[src/rtl/cpu_pkg.sv]
// Shared CPU definitions used by the fetch stage and its bus interface.
//   XLEN       datapath width
//   RESET_PC   default PC after reset
//   INST_NOP   value held in the IF/ID instruction register after reset
//   PC_STEP    sequential PC increment
//   fetch_entry_t  {pc, inst} pair stored in the instruction queue
package cpu_pkg;

    localparam int unsigned      XLEN     = 32;
    localparam logic [XLEN-1:0]  RESET_PC = 32'h0000_0064;
    localparam logic [XLEN-1:0]  INST_NOP = 32'h0000_0000;
    localparam logic [XLEN-1:0]  PC_STEP  = 32'd4;

    typedef struct packed {
        logic [XLEN-1:0] pc;
        logic [XLEN-1:0] inst;
    } fetch_entry_t;

    function automatic logic [XLEN-1:0] next_pc(input logic [XLEN-1:0] pc);
        return pc + PC_STEP;
    endfunction

endpackage

[src/rtl/fetch_stage_if.sv]
// Instruction-memory bus between the fetch stage (master) and memory (slave).
//   imem_req     fetch request valid
//   imem_addr    fetch address
//   imem_ready   memory accepts the request when imem_req & imem_ready
//   imem_rvalid  in-order response valid
//   imem_rdata   instruction word
interface fetch_stage_if;
    import cpu_pkg::*;

    logic            imem_req;
    logic [XLEN-1:0] imem_addr;
    logic            imem_ready;
    logic            imem_rvalid;
    logic [XLEN-1:0] imem_rdata;

    modport master (
        output imem_req,
        output imem_addr,
        input  imem_ready,
        input  imem_rvalid,
        input  imem_rdata
    );

    modport slave (
        input  imem_req,
        input  imem_addr,
        output imem_ready,
        output imem_rvalid,
        output imem_rdata
    );

endinterface

[src/rtl/fetch_fifo.sv]
// Small synchronous FIFO with asynchronous active-high reset.
//   clk, reset   clock / async reset
//   push, wdata  write an entry (ignored when full unless a pop frees a slot)
//   pop          drop the head entry (ignored when empty)
//   clear        empty the FIFO; dominates push and pop
//   rdata        head entry (undefined content when empty)
//   full, empty, count  occupancy status
module fetch_fifo #(
    parameter int unsigned WIDTH = 32,
    parameter int unsigned DEPTH = 2,
    parameter int unsigned CNTW  = 2
) (
    input  logic             clk,
    input  logic             reset,
    input  logic             push,
    input  logic             pop,
    input  logic             clear,
    input  logic [WIDTH-1:0] wdata,
    output logic [WIDTH-1:0] rdata,
    output logic             full,
    output logic             empty,
    output logic [CNTW-1:0]  count
);

    localparam int unsigned PTRW = (DEPTH > 1) ? $clog2(DEPTH) : 1;

    logic [WIDTH-1:0] mem_q [DEPTH];
    logic [PTRW-1:0]  wptr_q, wptr_d;
    logic [PTRW-1:0]  rptr_q, rptr_d;
    logic [CNTW-1:0]  count_q, count_d;
    logic             do_push, do_pop;

    // Wrap explicitly so non-power-of-two depths work.
    function automatic logic [PTRW-1:0] ptr_inc(input logic [PTRW-1:0] p);
        return (p == PTRW'(DEPTH - 1)) ? '0 : p + 1'b1;
    endfunction

    assign full    = (count_q == CNTW'(DEPTH));
    assign empty   = (count_q == '0);
    assign count   = count_q;
    assign rdata   = mem_q[rptr_q];
    assign do_pop  = pop && !empty;
    assign do_push = push && (!full || do_pop);

    always_comb begin
        wptr_d  = wptr_q;
        rptr_d  = rptr_q;
        count_d = count_q;
        if (clear) begin
            wptr_d  = '0;
            rptr_d  = '0;
            count_d = '0;
        end else begin
            if (do_push) wptr_d = ptr_inc(wptr_q);
            if (do_pop)  rptr_d = ptr_inc(rptr_q);
            if (do_push && !do_pop) count_d = count_q + 1'b1;
            if (!do_push && do_pop) count_d = count_q - 1'b1;
        end
    end

    always_ff @(posedge clk or posedge reset) begin
        if (reset) begin
            wptr_q  <= '0;
            rptr_q  <= '0;
            count_q <= '0;
        end else begin
            wptr_q  <= wptr_d;
            rptr_q  <= rptr_d;
            count_q <= count_d;
        end
    end

    // Storage needs no reset: an entry is only read after it has been written.
    always_ff @(posedge clk) begin
        if (do_push && !clear) mem_q[wptr_q] <= wdata;
    end

endmodule

[src/rtl/fetch_stage.sv]
// IF stage: owns the PC, issues in-order fetches to a variable-latency instruction
// memory, buffers returned words and drives the IF/ID register.
//   clk, reset    clock / async active-high reset
//   imem          instruction-memory bus (master side)
//   dstall        decode stall, hold IF/ID
//   redirect      taken branch/jump: flush and restart at redirect_pc
//   redirect_pc   new fetch address
//   dinst, dpc, dvalid  IF/ID pipeline register
module fetch_stage
    import cpu_pkg::*;
#(
    parameter logic [XLEN-1:0] RESET_PC = cpu_pkg::RESET_PC,
    parameter int unsigned     QDEPTH   = 2,
    parameter int unsigned     CNTW     = 2
) (
    input  logic              clk,
    input  logic              reset,
    fetch_stage_if.master     imem,
    input  logic              dstall,
    input  logic              redirect,
    input  logic [XLEN-1:0]   redirect_pc,
    output logic [XLEN-1:0]   dinst,
    output logic [XLEN-1:0]   dpc,
    output logic              dvalid
);

    localparam logic [CNTW:0] QDEPTH_W = (CNTW + 1)'(QDEPTH);
    localparam logic [CNTW:0] CNT_MAX  = {1'b0, {CNTW{1'b1}}};

    logic [XLEN-1:0] pc_q, pc_d;
    logic [CNTW-1:0] outstanding_q, outstanding_d;
    logic [CNTW-1:0] drop_q, drop_d;
    logic [XLEN-1:0] dinst_q, dpc_q;
    logic            dvalid_q;

    logic            credit, accept;
    logic            resp_take, resp_drop, live;
    logic [CNTW:0]   inflight;

    // Instruction queue
    fetch_entry_t    q_wdata, q_head;
    logic            q_push, q_pop, q_full, q_empty;
    logic [CNTW-1:0] q_count;

    // Tag FIFO: addresses of accepted, not yet answered requests
    logic [XLEN-1:0] tag_head;
    logic            tag_full, tag_empty;
    logic [CNTW-1:0] tag_count;

    // Credit covers both in-flight and queued words so the queue can never overflow.
    assign inflight      = {1'b0, outstanding_q} + {1'b0, q_count};
    assign credit        = (inflight < QDEPTH_W);
    assign imem.imem_req  = !reset && !redirect && credit;
    assign imem.imem_addr = pc_q;
    assign accept        = imem.imem_req && imem.imem_ready;

    // A response either retires a stale (pre-redirect) fetch or a live one.
    assign resp_drop = imem.imem_rvalid && (drop_q != '0);
    assign resp_take = imem.imem_rvalid && (drop_q == '0);
    assign live      = resp_take && !redirect;

    // With the queue non-empty a live word must queue behind it to keep order.
    assign q_wdata = '{pc: tag_head, inst: imem.imem_rdata};
    assign q_push  = live && (dstall || !q_empty);
    assign q_pop   = !redirect && !dstall && !q_empty;

    fetch_fifo #(
        .WIDTH ($bits(fetch_entry_t)),
        .DEPTH (QDEPTH),
        .CNTW  (CNTW)
    ) u_inst_q (
        .clk   (clk),
        .reset (reset),
        .push  (q_push),
        .pop   (q_pop),
        .clear (redirect),
        .wdata (q_wdata),
        .rdata (q_head),
        .full  (q_full),
        .empty (q_empty),
        .count (q_count)
    );

    fetch_fifo #(
        .WIDTH (XLEN),
        .DEPTH (QDEPTH),
        .CNTW  (CNTW)
    ) u_tag_q (
        .clk   (clk),
        .reset (reset),
        .push  (accept),
        .pop   (resp_take),
        .clear (redirect),
        .wdata (pc_q),
        .rdata (tag_head),
        .full  (tag_full),
        .empty (tag_empty),
        .count (tag_count)
    );

    always_comb begin
        pc_d          = pc_q;
        outstanding_d = outstanding_q;
        drop_d        = drop_q;
        if (redirect) begin
            pc_d          = redirect_pc;
            outstanding_d = '0;
            // Every in-flight fetch becomes stale; a response arriving now retires one.
            drop_d        = drop_q + outstanding_q - CNTW'(imem.imem_rvalid);
        end else begin
            if (accept) pc_d = next_pc(pc_q);
            if (accept && !resp_take) outstanding_d = outstanding_q + 1'b1;
            if (!accept && resp_take) outstanding_d = outstanding_q - 1'b1;
            if (resp_drop)            drop_d        = drop_q - 1'b1;
        end
    end

    always_ff @(posedge clk or posedge reset) begin
        if (reset) begin
            pc_q          <= RESET_PC;
            outstanding_q <= '0;
            drop_q        <= '0;
        end else begin
            pc_q          <= pc_d;
            outstanding_q <= outstanding_d;
            drop_q        <= drop_d;
        end
    end

    // IF/ID register: redirect beats stall; dinst/dpc keep stale contents on flush.
    always_ff @(posedge clk or posedge reset) begin
        if (reset) begin
            dinst_q  <= INST_NOP;
            dpc_q    <= '0;
            dvalid_q <= 1'b0;
        end else if (redirect) begin
            dvalid_q <= 1'b0;
        end else if (!dstall) begin
            if (!q_empty) begin
                dinst_q  <= q_head.inst;
                dpc_q    <= q_head.pc;
                dvalid_q <= 1'b1;
            end else if (live) begin
                dinst_q  <= imem.imem_rdata;
                dpc_q    <= tag_head;
                dvalid_q <= 1'b1;
            end else begin
                dvalid_q <= 1'b0;
            end
        end
    end

    assign dinst  = dinst_q;
    assign dpc    = dpc_q;
    assign dvalid = dvalid_q;

    // Invariant checks on counters and queues.
    always @(posedge clk) begin
        if (!reset) begin
            assert (!(q_push && q_full && !q_pop))
                else $error("fetch_stage: response pushed into full queue");
            assert (!(accept && tag_full))
                else $error("fetch_stage: tag fifo overflow");
            assert (!(resp_take && tag_empty))
                else $error("fetch_stage: response without outstanding request");
            assert (tag_count == outstanding_q)
                else $error("fetch_stage: tag fifo out of step with outstanding count");
            assert (!(redirect && ({1'b0, drop_q} + {1'b0, outstanding_q} > CNT_MAX)))
                else $error("fetch_stage: drop counter wrap");
            assert (!(accept && !resp_take && ({1'b0, outstanding_q} == CNT_MAX)))
                else $error("fetch_stage: outstanding counter wrap");
        end
    end

endmodule

[src/flat_wrapper.sv]
// flat-port wrapper written by rule: the top's interface ports become plain ports
module fetch_stage_flat import cpu_pkg::*;
#(
    parameter logic [XLEN-1:0] RESET_PC = cpu_pkg::RESET_PC,
    parameter int unsigned     QDEPTH   = 2,
    parameter int unsigned     CNTW     = 2
)
  (clk, reset, dstall, redirect, redirect_pc, dinst, dpc, dvalid, imem_imem_req, imem_imem_addr, imem_imem_ready, imem_imem_rvalid, imem_imem_rdata);
  fetch_stage_if imem_i ();
  input  logic clk;
  input  logic reset;
  input  logic dstall;
  input  logic redirect;
  input  logic [XLEN-1:0] redirect_pc;
  output logic [XLEN-1:0] dinst;
  output logic [XLEN-1:0] dpc;
  output logic dvalid;
  output wire logic [$bits(imem_i.imem_req)-1:0] imem_imem_req;
  output wire logic [$bits(imem_i.imem_addr)-1:0] imem_imem_addr;
  input wire logic [$bits(imem_i.imem_ready)-1:0] imem_imem_ready;
  input wire logic [$bits(imem_i.imem_rvalid)-1:0] imem_imem_rvalid;
  input wire logic [$bits(imem_i.imem_rdata)-1:0] imem_imem_rdata;
  assign imem_imem_req = imem_i.imem_req;
  assign imem_imem_addr = imem_i.imem_addr;
  assign imem_i.imem_ready = imem_imem_ready;
  assign imem_i.imem_rvalid = imem_imem_rvalid;
  assign imem_i.imem_rdata = imem_imem_rdata;
  fetch_stage #(.RESET_PC(RESET_PC), .QDEPTH(QDEPTH), .CNTW(CNTW)) u_core (.clk(clk), .reset(reset), .imem(imem_i), .dstall(dstall), .redirect(redirect), .redirect_pc(redirect_pc), .dinst(dinst), .dpc(dpc), .dvalid(dvalid));
endmodule
[config.mk]
export PLATFORM = sky130hd
export DESIGN_NAME = fetch_stage_flat
export DESIGN_NICKNAME = d
export VERILOG_FILES = /design/src/rtl/cpu_pkg.sv /design/src/rtl/fetch_stage_if.sv /design/src/rtl/fetch_fifo.sv /design/src/rtl/fetch_stage.sv /design/src/flat_wrapper.sv
export SDC_FILE = /design/constraint.sdc
export NUM_CORES = 1
export LEC_CHECK = 0
export BUFFER_PORTS_ARGS = -buffer_cell sky130_fd_sc_hd__buf_2
export CELL_PAD_IN_SITES_DETAIL_PLACEMENT = 0
export CELL_PAD_IN_SITES_GLOBAL_PLACEMENT = 1
export CORE_ASPECT_RATIO = 1.1
export CORE_MARGIN = 2
export CORE_UTILIZATION = 43
export DETAILED_ROUTE_END_ITERATION = 7
export GPL_TIMING_DRIVEN = 0
export PLACE_DENSITY = 0.8
export SYNTH_ARGS = -nofsm -noshare
export SYNTH_HDL_FRONTEND = slang
export SYNTH_HIERARCHICAL = 1
export SYNTH_SLANG_ARGS = --single-unit
[constraint.sdc]
create_clock -name clk -period 8.3 [get_ports clk]
set_input_delay 1.66 -clock clk [delete_from_list [all_inputs] [get_ports clk]]
set_output_delay 1.66 -clock clk [all_outputs]
set_load 0.03 [all_outputs]
==> out/qor.yml, run 1 <==
outcome:
  status: "completed"
finish:
  flow.area_growth_from_synthesis_pct: 20.45
  final_common_cell: "sky130_fd_sc_hd__edfxtp_1"
  instances_no_fill: 1498
  layout-drive-gt1-share: 0.3195
  filler_cell_count: 2461
  fin_nets: 1183
  diodes_inserted: 0
  sequential_standard_cell_area_um2: 8497
  multi_input_gate_area_in_the_final_layout_um2: 3835
  layout.cells.most_common_list: "sky130_fd_sc_hd__edfxtp_1, sky130_fd_sc_hd__buf_2, sky130_fd_sc_hd__dfrtp_1"
sta:
  layout_min_cycle_time_ns: 4.559
  finClkSkew_ns: 0.01483
  maxSlewViolCount: 0
  setup_tns_ns: 0
  fin_crit_sh: 0.5493
  timing_worst_slew_pin_value_ns: 0.8688
  timing.final.hold_violations: 0
  rsz0062_at_grt: "false"
  slew_headroom: 0.4208
  setup-violations-final: 0
  timing.fmax_mhz: 219.3
placed_design:
  port-buffer-count: 166
  detailedPlacementHpwl_mm: 20.01
  cells_after_dpl: 1442
  place.gp.congestion: 0.8171
logic_synthesis:
  synthesis.yosys.warnings: 6
  postSynthCellCount: 887
  mappedNetlistArea_um2: 12560
  avgSynthCellArea_um2: 14.16
  postSynthNetCount: 964
die:
  start_util: 0.4375
  die_height_um: 183.2
  floorplan.core_area_um2: 28710
  row_count: 65
  floorplan.die_area_um2: 30590
  floorplan.die.width_um: 167.0
  num_io_pins: 168
worst_setup_path:
  timing.critical_path.arrival_ns: 2.90
  reg2reg_depth: 10
  setup.reg_to_reg.worst_slack_ns: 4.85
  crit_path_max_fanout: 15
  critical_path_required_ns: 6.64
  path_class: "in2out"
  startpoint_type: "input port"
  cp-end-kind: "output port"
hold_path:
  path_category_of_the_worst_min_delay_check: "reg2reg"
  min_path_cells: 0
global_routing:
  first_global_vias: 8067
  grt_start_max_net_pins: 54
  grt_antenna_before_repair: 0
  track_usage: 0.1845
  globalRouteOverflowTotal: 0
  grt_pass1_wl_mm: 44.61
detailed_routing:
  detail_route.iter0.violations: 340
  route.detailed.vias_per_inst: 5.268
  detail_route.drc_violations: 0
  ant_nets: 0
  firstDrtPassIters: 5
  totalWireLength_mm: 28.60
  via_count: 7892
  wirelength_per_cell_um: 19.09
clocking:
  cts_tree: "done"
  cts-buffers-inserted: 30
  cts_setup_buffers: 0
  clk_transition_reported_paths_ns: 0.06
  clock_insertion_delay_worst_skew_ns: 0.55
  cts_root_buffer: "sky130_fd_sc_hd__clkbuf_16"
  ctsResizeCount: 0
  holdBufCountCts: 0
  clock_path_buffers: 3
  clock_tree.htree_level_count: 1
  cts.sink_count: 301
power_and_ir_drop:
  irDropWorstVdd_mv: 0.1884
  power_density_nw_per_um2: 284.4
  p_leak_nw: 6.170
run:
  max-cap-violations: 0
layout make-up:
| cell class | instances | share of cell area |
|---|---|---|
| inverters | 9 | 0.002895 |
| flip-flops and latches | 301 | 0.5617 |
| clock inverters | 15 | 0.01009 |
| well taps | 368 | 0.03044 |
| plain buffers | 47 | 0.01381 |
| multi-input cells | 530 | 0.2535 |
| clock buffers | 41 | 0.05574 |
| repair buffers | 187 | 0.07187 |
worst max-delay path: stages:
cell and delay, ns:
sky130_fd_sc_hd__buf_2 0.20, sky130_fd_sc_hd__buf_6 0.19, sky130_fd_sc_hd__nor4_4 0.54, sky130_fd_sc_hd__buf_2 0.30
per-layer routing:
metal,up-vias,global-route usage,share of wire
li1,3722,-,-
met2,203,0.3276,0.51
met5,-,0,0
met3,26,0.02266,0.045
met4,0,0.04069,0.013
met1,3941,0.2438,0.43
per-stage QoR:
stage	hold WS, ns	area, um2	setup slack (ns)	power, W	utilization
floorplan	0.5360	12560	0.4427	0.002640	-
global placement	0.4854	13850	-3.697	0.002962	0.4825
detailed placement	0.4940	14130	3.470	0.002990	0.4923
CTS	0.5101	15130	3.719	0.004352	0.5270
global route	0.5220	15130	3.689	0.004501	0.5270
finish	0.4967	15130	3.741	0.004302	0.5270
power by group:
group	internal, W	switching [W]	total (W)
logic	0.000314	0.000694	0.00101
clock network	0.000802	0.000549	0.00135
registers	0.00181	0.000133	0.00194
registers in the layout, indices dropped and copies added, names as in the netlist, 32 cells and up:
signal and flops:
u_core/u_inst_q/mem_q 128, u_core/u_tag_q/mem_q 64, u_core/dpc 32, u_core/imem.imem_addr 32, u_core/dinst 32
final timing paths:
path,startpoint,to
setup / recovery,redirect,imem_imem_req
hold / removal,u_core/imem.imem_addr[1],u_core/u_tag_q/mem_q[0][1]
setup reg to reg,u_core/u_inst_q/count[0],u_core/u_tag_q/mem_q[0][10]
hold reg to reg,u_core/imem.imem_addr[1],u_core/u_tag_q/mem_q[0][1]
max in group asynchronous,reset,u_core/dinst[25]
min in group asynchronous,reset,u_core/u_tag_q/count[1]
(Power assumes the default switching activity.)
==> run 2: changes to the inputs <==
Settings changed: PLACE_DENSITY 0.8 to 0.83.
Clock period 8.3 ns to 3.9 ns, I/O delays scaled along.
==> run 2 against run 1 <==
Power rose by 120%. Register-to-register slack got worse by 4.5 ns. Wire length fell by 1.2%. Cell area rose by 0.50%. Via count barely moved. Core utilization rose by 0.26 points. First-iteration DRC count rose by 44%. Sequential power rose by 110%. Setup slack got worse by 3.4 ns. Combinational power rose by 110%. Hold slack got worse by 0.30 ns. Largest cell class unchanged. Largest power group unchanged.
==> out/qor.yml, run 2 (synthesized netlist as in run 1, its figures left out) <==
outcome:
  status: "completed"
power_and_ir_drop:
  internal-power_w: 0.006464
  total_power_w: 0.009407
  power.share.combinational: 0.228
  switching_share: 0.3128
  power.net_switching_w: 0.002942
  p_clk_frac: 0.333
  power.sequential.fraction: 0.439
  power_density_nw_per_um2: 618.7
  p_leak_nw: 6.188
  irDropWorstVdd_mv: 0.3672
die:
  die_height_um: 183.2
  floorplan.die.width_um: 167.0
  num_io_pins: 168
  floorplan.die_area_um2: 30590
  floorplan.core_area_um2: 28710
  start_util: 0.4375
  row_count: 65
finish:
  flow.area_growth_from_synthesis_pct: 21.05
  reg.largest.list: "u_core/u_inst_q/mem_q (128), u_core/u_tag_q/mem_q (64)"
  fin_nets: 1173
  top_register: "u_core/u_inst_q/mem_q"
  finalInstanceArea_um2: 15200
  largest_reg_flops: 128
  utilization: 0.5296
  layout-drive-gt1-share: 0.3188
  final_common_cell: "sky130_fd_sc_hd__edfxtp_1"
  layout.cells.most_common_list: "sky130_fd_sc_hd__edfxtp_1, sky130_fd_sc_hd__buf_2, sky130_fd_sc_hd__dfrtp_1"
  instances_no_fill: 1488
  diodes_inserted: 0
sta:
  setup-violations-final: 0
  timing.final.hold_violations: 0
  maxSlewViolCount: 0
  slew_headroom: 0.4470
  worst_hold_slack_after_final_layout_ns: 0.1968
  finClkSkew_ns: 0.01463
  timing_worst_slew_pin_value_ns: 0.8295
  rsz0062_at_grt: "false"
  fin_crit_sh: 0.9112
  layout_min_cycle_time_ns: 3.554
  timing.fmax_mhz: 281.4
detailed_routing:
  detail_route.iter0.violations: 489
  detail_route.drc_violations: 0
  firstDrtPassIters: 5
  ant_nets: 0
  via_count: 7888
  wirelength_per_cell_um: 18.99
  route.detailed.vias_per_inst: 5.301
  totalWireLength_mm: 28.25
worst_setup_path:
  critical_path_required_ns: 4.14
  path_delay_family: "simple AND/OR/NAND/NOR gates"
  worst_path_largest_cell_delay_ns: 0.67
  path_class: "reg2reg"
  cp_cell_sequence: "and2_1, fa_1, nor4_4, nand2_4, clkinv_4, buf_6, o21ai_2, nor3b_4, buf_8"
  critical_path.reg2reg.startpoint: "u_core/u_inst_q/count[0]"
  worstSetupPathDepth: 9
  setup.reg_to_reg.worst_slack_ns: 0.35
  critical_path_buf_inv_count: 3
  cp-end-kind: "register"
  worstReg2RegEnd: "u_core/u_tag_q/mem_q[1][0]"
  reg2reg_depth: 9
  startpoint_type: "register"
  timing.critical_path.arrival_ns: 3.80
  crit_path_max_fanout: 18
  slowest_stage: "sky130_fd_sc_hd__nor3b_4"
placed_design:
  detailedPlacementHpwl_mm: 19.50
  place.gp.congestion: 0.8072
  place_area_um2: 14100
  port-buffer-count: 166
  cells_after_dpl: 1432
global_routing:
  met3_usage: 0.02287
  grt_pass1_wl_mm: 44.55
  first_global_vias: 7981
  grt_start_max_net_pins: 55
  met2_usage: 0.3078
  grt_most_used_layer: "met2"
  grtUsageMet1: 0.2543
  globalRouteOverflowTotal: 0
  grt_antenna_before_repair: 0
  track_usage: 0.1829
clocking:
  clock_insertion_delay_worst_skew_ns: 0.55
  ctsResizeCount: 0
  cts_setup_buffers: 0
  cts-buffers-inserted: 30
  cts_root_buffer: "sky130_fd_sc_hd__clkbuf_16"
  holdBufCountCts: 0
  clock_path_buffers: 3
  cts.sink_count: 301
  clock_tree.htree_level_count: 1
  clk_transition_reported_paths_ns: 0.07
  cts_tree: "done"
hold_path:
  path_category_of_the_worst_min_delay_check: "in2async"
run:
  max-cap-violations: 0
## run 2: area by class of cell
type,instances,area [um2]
plain buffers,47,209.0
fillers,2423,13510
well taps,368,460.4
inverters,9,41.29
clock buffers,41,863.3
multi-input cells,530,3860
repair buffers,177,1033
flip-flops and latches,301,8497
clock inverters,15,239.0
## run 2: how the worst max path moves through the flow
stage	startpoint	slack [ns]	to
after floorplan	u_core/u_inst_q/count[0]	0.04	u_core/u_tag_q/mem_q[1][0]
after global placement	redirect	-1.80	u_core/u_inst_q/mem_q[1][17]
after detailed placement	redirect	-0.08	u_core/u_inst_q/mem_q[1][17]
after CTS	u_core/u_inst_q/count[0]	0.33	u_core/u_tag_q/mem_q[1][7]
after global routing	u_core/u_inst_q/count[0]	0.17	u_core/u_tag_q/mem_q[1][9]
final	u_core/u_inst_q/count[0]	0.35	u_core/u_tag_q/mem_q[1][0]
## run 2: worst reg2reg max path, cell delays in order (launching register included)
cell and delay [ns]:
sky130_fd_sc_hd__dfrtp_1 0.45, sky130_fd_sc_hd__and2_1 0.20, sky130_fd_sc_hd__fa_1 0.51, sky130_fd_sc_hd__nor4_4 0.51
sky130_fd_sc_hd__nand2_4 0.20, sky130_fd_sc_hd__clkinv_4 0.13, sky130_fd_sc_hd__buf_6 0.17, sky130_fd_sc_hd__o21ai_2 0.14
sky130_fd_sc_hd__nor3b_4 0.67, sky130_fd_sc_hd__buf_8 0.27
## run 2: power by group through the flow
stage	combinational [W]	clock [W]	sequential [W]
6_report	0.00214	0.00314	0.00413
5_1_grt	0.00231	0.00334	0.00420
3_5_place_dp	0.00216	0	0.00420
3_3_place_gp	0.00211	0	0.00419
4_1_cts	0.00217	0.00319	0.00414
2_1_floorplan	0.000710	0	0.00491
## run 2: per-layer routing
metal | vias up | share of wire
li1 | 3705 | -
met1 | 3926 | 0.45
met2 | 223 | 0.49
met3 | 34 | 0.050
met4 | 0 | 0.014
met5 | - | 0
## run 2: metrics by stage
step / TNS (ns) / setup WS [ns]
floorplan: 0 / 0.04028
global placement: -390.71 / -1.802
detailed placement: -1.086 / -0.07899
CTS: 0 / 0.3264
global route: 0 / 0.1665
finish: 0 / 0.3462
==> run 3: changes to the inputs <==
Settings changed: PLACE_DENSITY 0.83 to 0.8.
Clock period 3.9 ns to 4.1 ns, I/O delays scaled along.
==> run 3 against run 2 <==
Wire length grew 0.69%. Critical endpoint is now u_core/u_tag_q/mem_q[1][12]. Power shrank 4.8%. Sequential share of layout area is essentially flat. Global-route usage grew 0.11 points. Highest routed layer unchanged. Critical path type unchanged. Die area is the same. Setup slack gained 0.16 ns. Fmax shrank 1.1%. Cell area is essentially flat. Final cell count grew 0.13%.
==> out/qor.yml, run 3 (synthesized netlist as in run 1, its figures left out) <==
outcome:
  status: "completed"
die:
  floorplan.core_area_um2: 28710
  num_io_pins: 168
  start_util: 0.4375
  floorplan.die_area_um2: 30590
  floorplan.die.width_um: 167.0
  row_count: 65
  die_height_um: 183.2
clocking:
  ctsResizeCount: 0
  clock_path_buffers: 3
  cts_setup_buffers: 0
  holdBufCountCts: 0
  clk_transition_reported_paths_ns: 0.06
  cts_root_buffer: "sky130_fd_sc_hd__clkbuf_16"
  clock_insertion_delay_worst_skew_ns: 0.56
  clock_tree.htree_level_count: 1
  cts_tree: "done"
  cts.sink_count: 301
  cts-buffers-inserted: 31
worst_setup_path:
  timing.critical_path.arrival_ns: 3.84
  crit_path_max_fanout: 18
  cp-end-kind: "register"
  critical_path_required_ns: 4.35
  startpoint_type: "register"
  path_class: "reg2reg"
finish:
  filler_cell_count: 2436
  diodes_inserted: 0
  reg.largest.list: "u_core/u_inst_q/mem_q (128), u_core/u_tag_q/mem_q (64)"
  layout-drive-gt1-share: 0.3155
  fin_nets: 1174
  flow.area_growth_from_synthesis_pct: 20.96
  layout.cells.most_common_list: "sky130_fd_sc_hd__edfxtp_1, sky130_fd_sc_hd__buf_2, sky130_fd_sc_hd__dfrtp_1"
  largest_reg_flops: 128
  finalInstanceArea_um2: 15190
  final_common_cell: "sky130_fd_sc_hd__edfxtp_1"
  top_register: "u_core/u_inst_q/mem_q"
power_and_ir_drop:
  power.net_switching_w: 0.002818
  total_power_w: 0.008956
  switching_share: 0.3146
  power_density_nw_per_um2: 589.5
  p_clk_frac: 0.333
  irDropWorstVdd_mv: 0.3897
  power.share.combinational: 0.228
  power.sequential.fraction: 0.439
  p_leak_nw: 6.177
  internal-power_w: 0.006138
sta:
  postLayoutSetupSlackWorst_ns: 0.5071
  layout_min_cycle_time_ns: 3.593
  finClkSkew_ns: 0.01108
  setup-violations-final: 0
  timing.final.hold_violations: 0
  slew_headroom: 0.4354
  rsz0062_at_grt: "false"
  setup_tns_ns: 0
  worst_hold_slack_after_final_layout_ns: 0.2399
  fin_crit_sh: 0.8763
  timing_worst_slew_pin_value_ns: 0.8469
  maxSlewViolCount: 0
  timing.fmax_mhz: 278.3
placed_design:
  place_area_um2: 14100
  place.gp.congestion: 0.8129
  dp_worst_setup_slack_ns: -0.1013
  detailedPlacementHpwl_mm: 19.58
  port-buffer-count: 166
detailed_routing:
  firstDrtPassIters: 5
  detail_route.drc_violations: 0
  via_count: 7901
  detail_route.iter0.violations: 543
  wirelength_per_cell_um: 19.09
  route.detailed.vias_per_inst: 5.303
  totalWireLength_mm: 28.45
  ant_nets: 0
hold_path:
  path_category_of_the_worst_min_delay_check: "in2async"
global_routing:
  grt_antenna_before_repair: 0
  globalRouteOverflowTotal: 0
  first_global_vias: 8087
  grt_start_max_net_pins: 58
  grt_pass1_wl_mm: 44.75
  track_usage: 0.1839
run:
  max-cap-violations: 0
## run 3: cell count changes in the layout (fill, tap and decap cells not counted), sizes merged
cell    delta
inv        +1
clkbuf     -1
bufinv     +1
clkinv     +1
## run 3: per-layer routing
metal | vias to the layer above | track usage | part of all wire
met5 | - | 0 | 0
met4 | 0 | 0.04000 | 0.015
met3 | 34 | 0.03000 | 0.054
met2 | 243 | 0.3169 | 0.50
met1 | 3934 | 0.2468 | 0.43
li1 | 3690 | - | -
## run 3: worst paths after layout
| path | start | endpoint | slack, ns | cells after the start |
|---|---|---|---|---|
| worst max-delay path | u_core/u_inst_q/count[0] | u_core/u_tag_q/mem_q[1][12] | 0.51 | 9 |
| worst min-delay path | reset | u_core/u_tag_q/count[1] | 0.24 | 2 |
| worst max register to register | u_core/u_inst_q/count[0] | u_core/u_tag_q/mem_q[1][12] | 0.51 | 9 |
| worst min register to register | u_core/imem.imem_addr[1] | u_core/u_tag_q/mem_q[0][1] | 0.51 | 0 |
| max in group asynchronous | reset | u_core/dinst[25] | 2.96 | 3 |
| min in group clk | imem_imem_rdata[19] | u_core/u_inst_q/mem_q[1][19] | 0.47 | 1 |
## run 3: area by class of cell
type	instances	area, um2	share of cell area
multi-input cells	530	3860	0.2541
well taps	368	460.4	0.03031
inverters	9	41.29	0.002718
plain buffers	47	209.0	0.01375
repair buffers	177	1033	0.06803
clock inverters	18	281.5	0.01853
clock buffers	40	809.5	0.05329
flip-flops and latches	301	8497	0.5593
## run 3: power by group through the flow
stage	clock [W]	combinational, W	sequential [W]
after detailed placement	0	0.00205	0.00400
after floorplan	0	0.000676	0.00467
after global placement	0	0.00201	0.00399
after CTS	0.00304	0.00206	0.00394
final	0.00298	0.00204	0.00393
after global routing	0.00317	0.00219	0.00399
## run 3: per-stage QoR
step	utilization	std cells
CTS	0.5292	1490
detailed placement	0.4912	1432
floorplan	-	887
global placement	0.4836	1421
global route	0.5292	1490
finish	0.5292	1490
## run 3: critical path: stages (launching register included)
cell and delay (ns):
sky130_fd_sc_hd__dfrtp_1 0.45, sky130_fd_sc_hd__and2_1 0.20, sky130_fd_sc_hd__fa_1 0.50, sky130_fd_sc_hd__nor4_4 0.54, sky130_fd_sc_hd__nand2_4 0.19, sky130_fd_sc_hd__clkinv_4 0.13
sky130_fd_sc_hd__buf_6 0.16, sky130_fd_sc_hd__o21ai_2 0.13, sky130_fd_sc_hd__nor3b_4 0.71, sky130_fd_sc_hd__buf_8 0.27
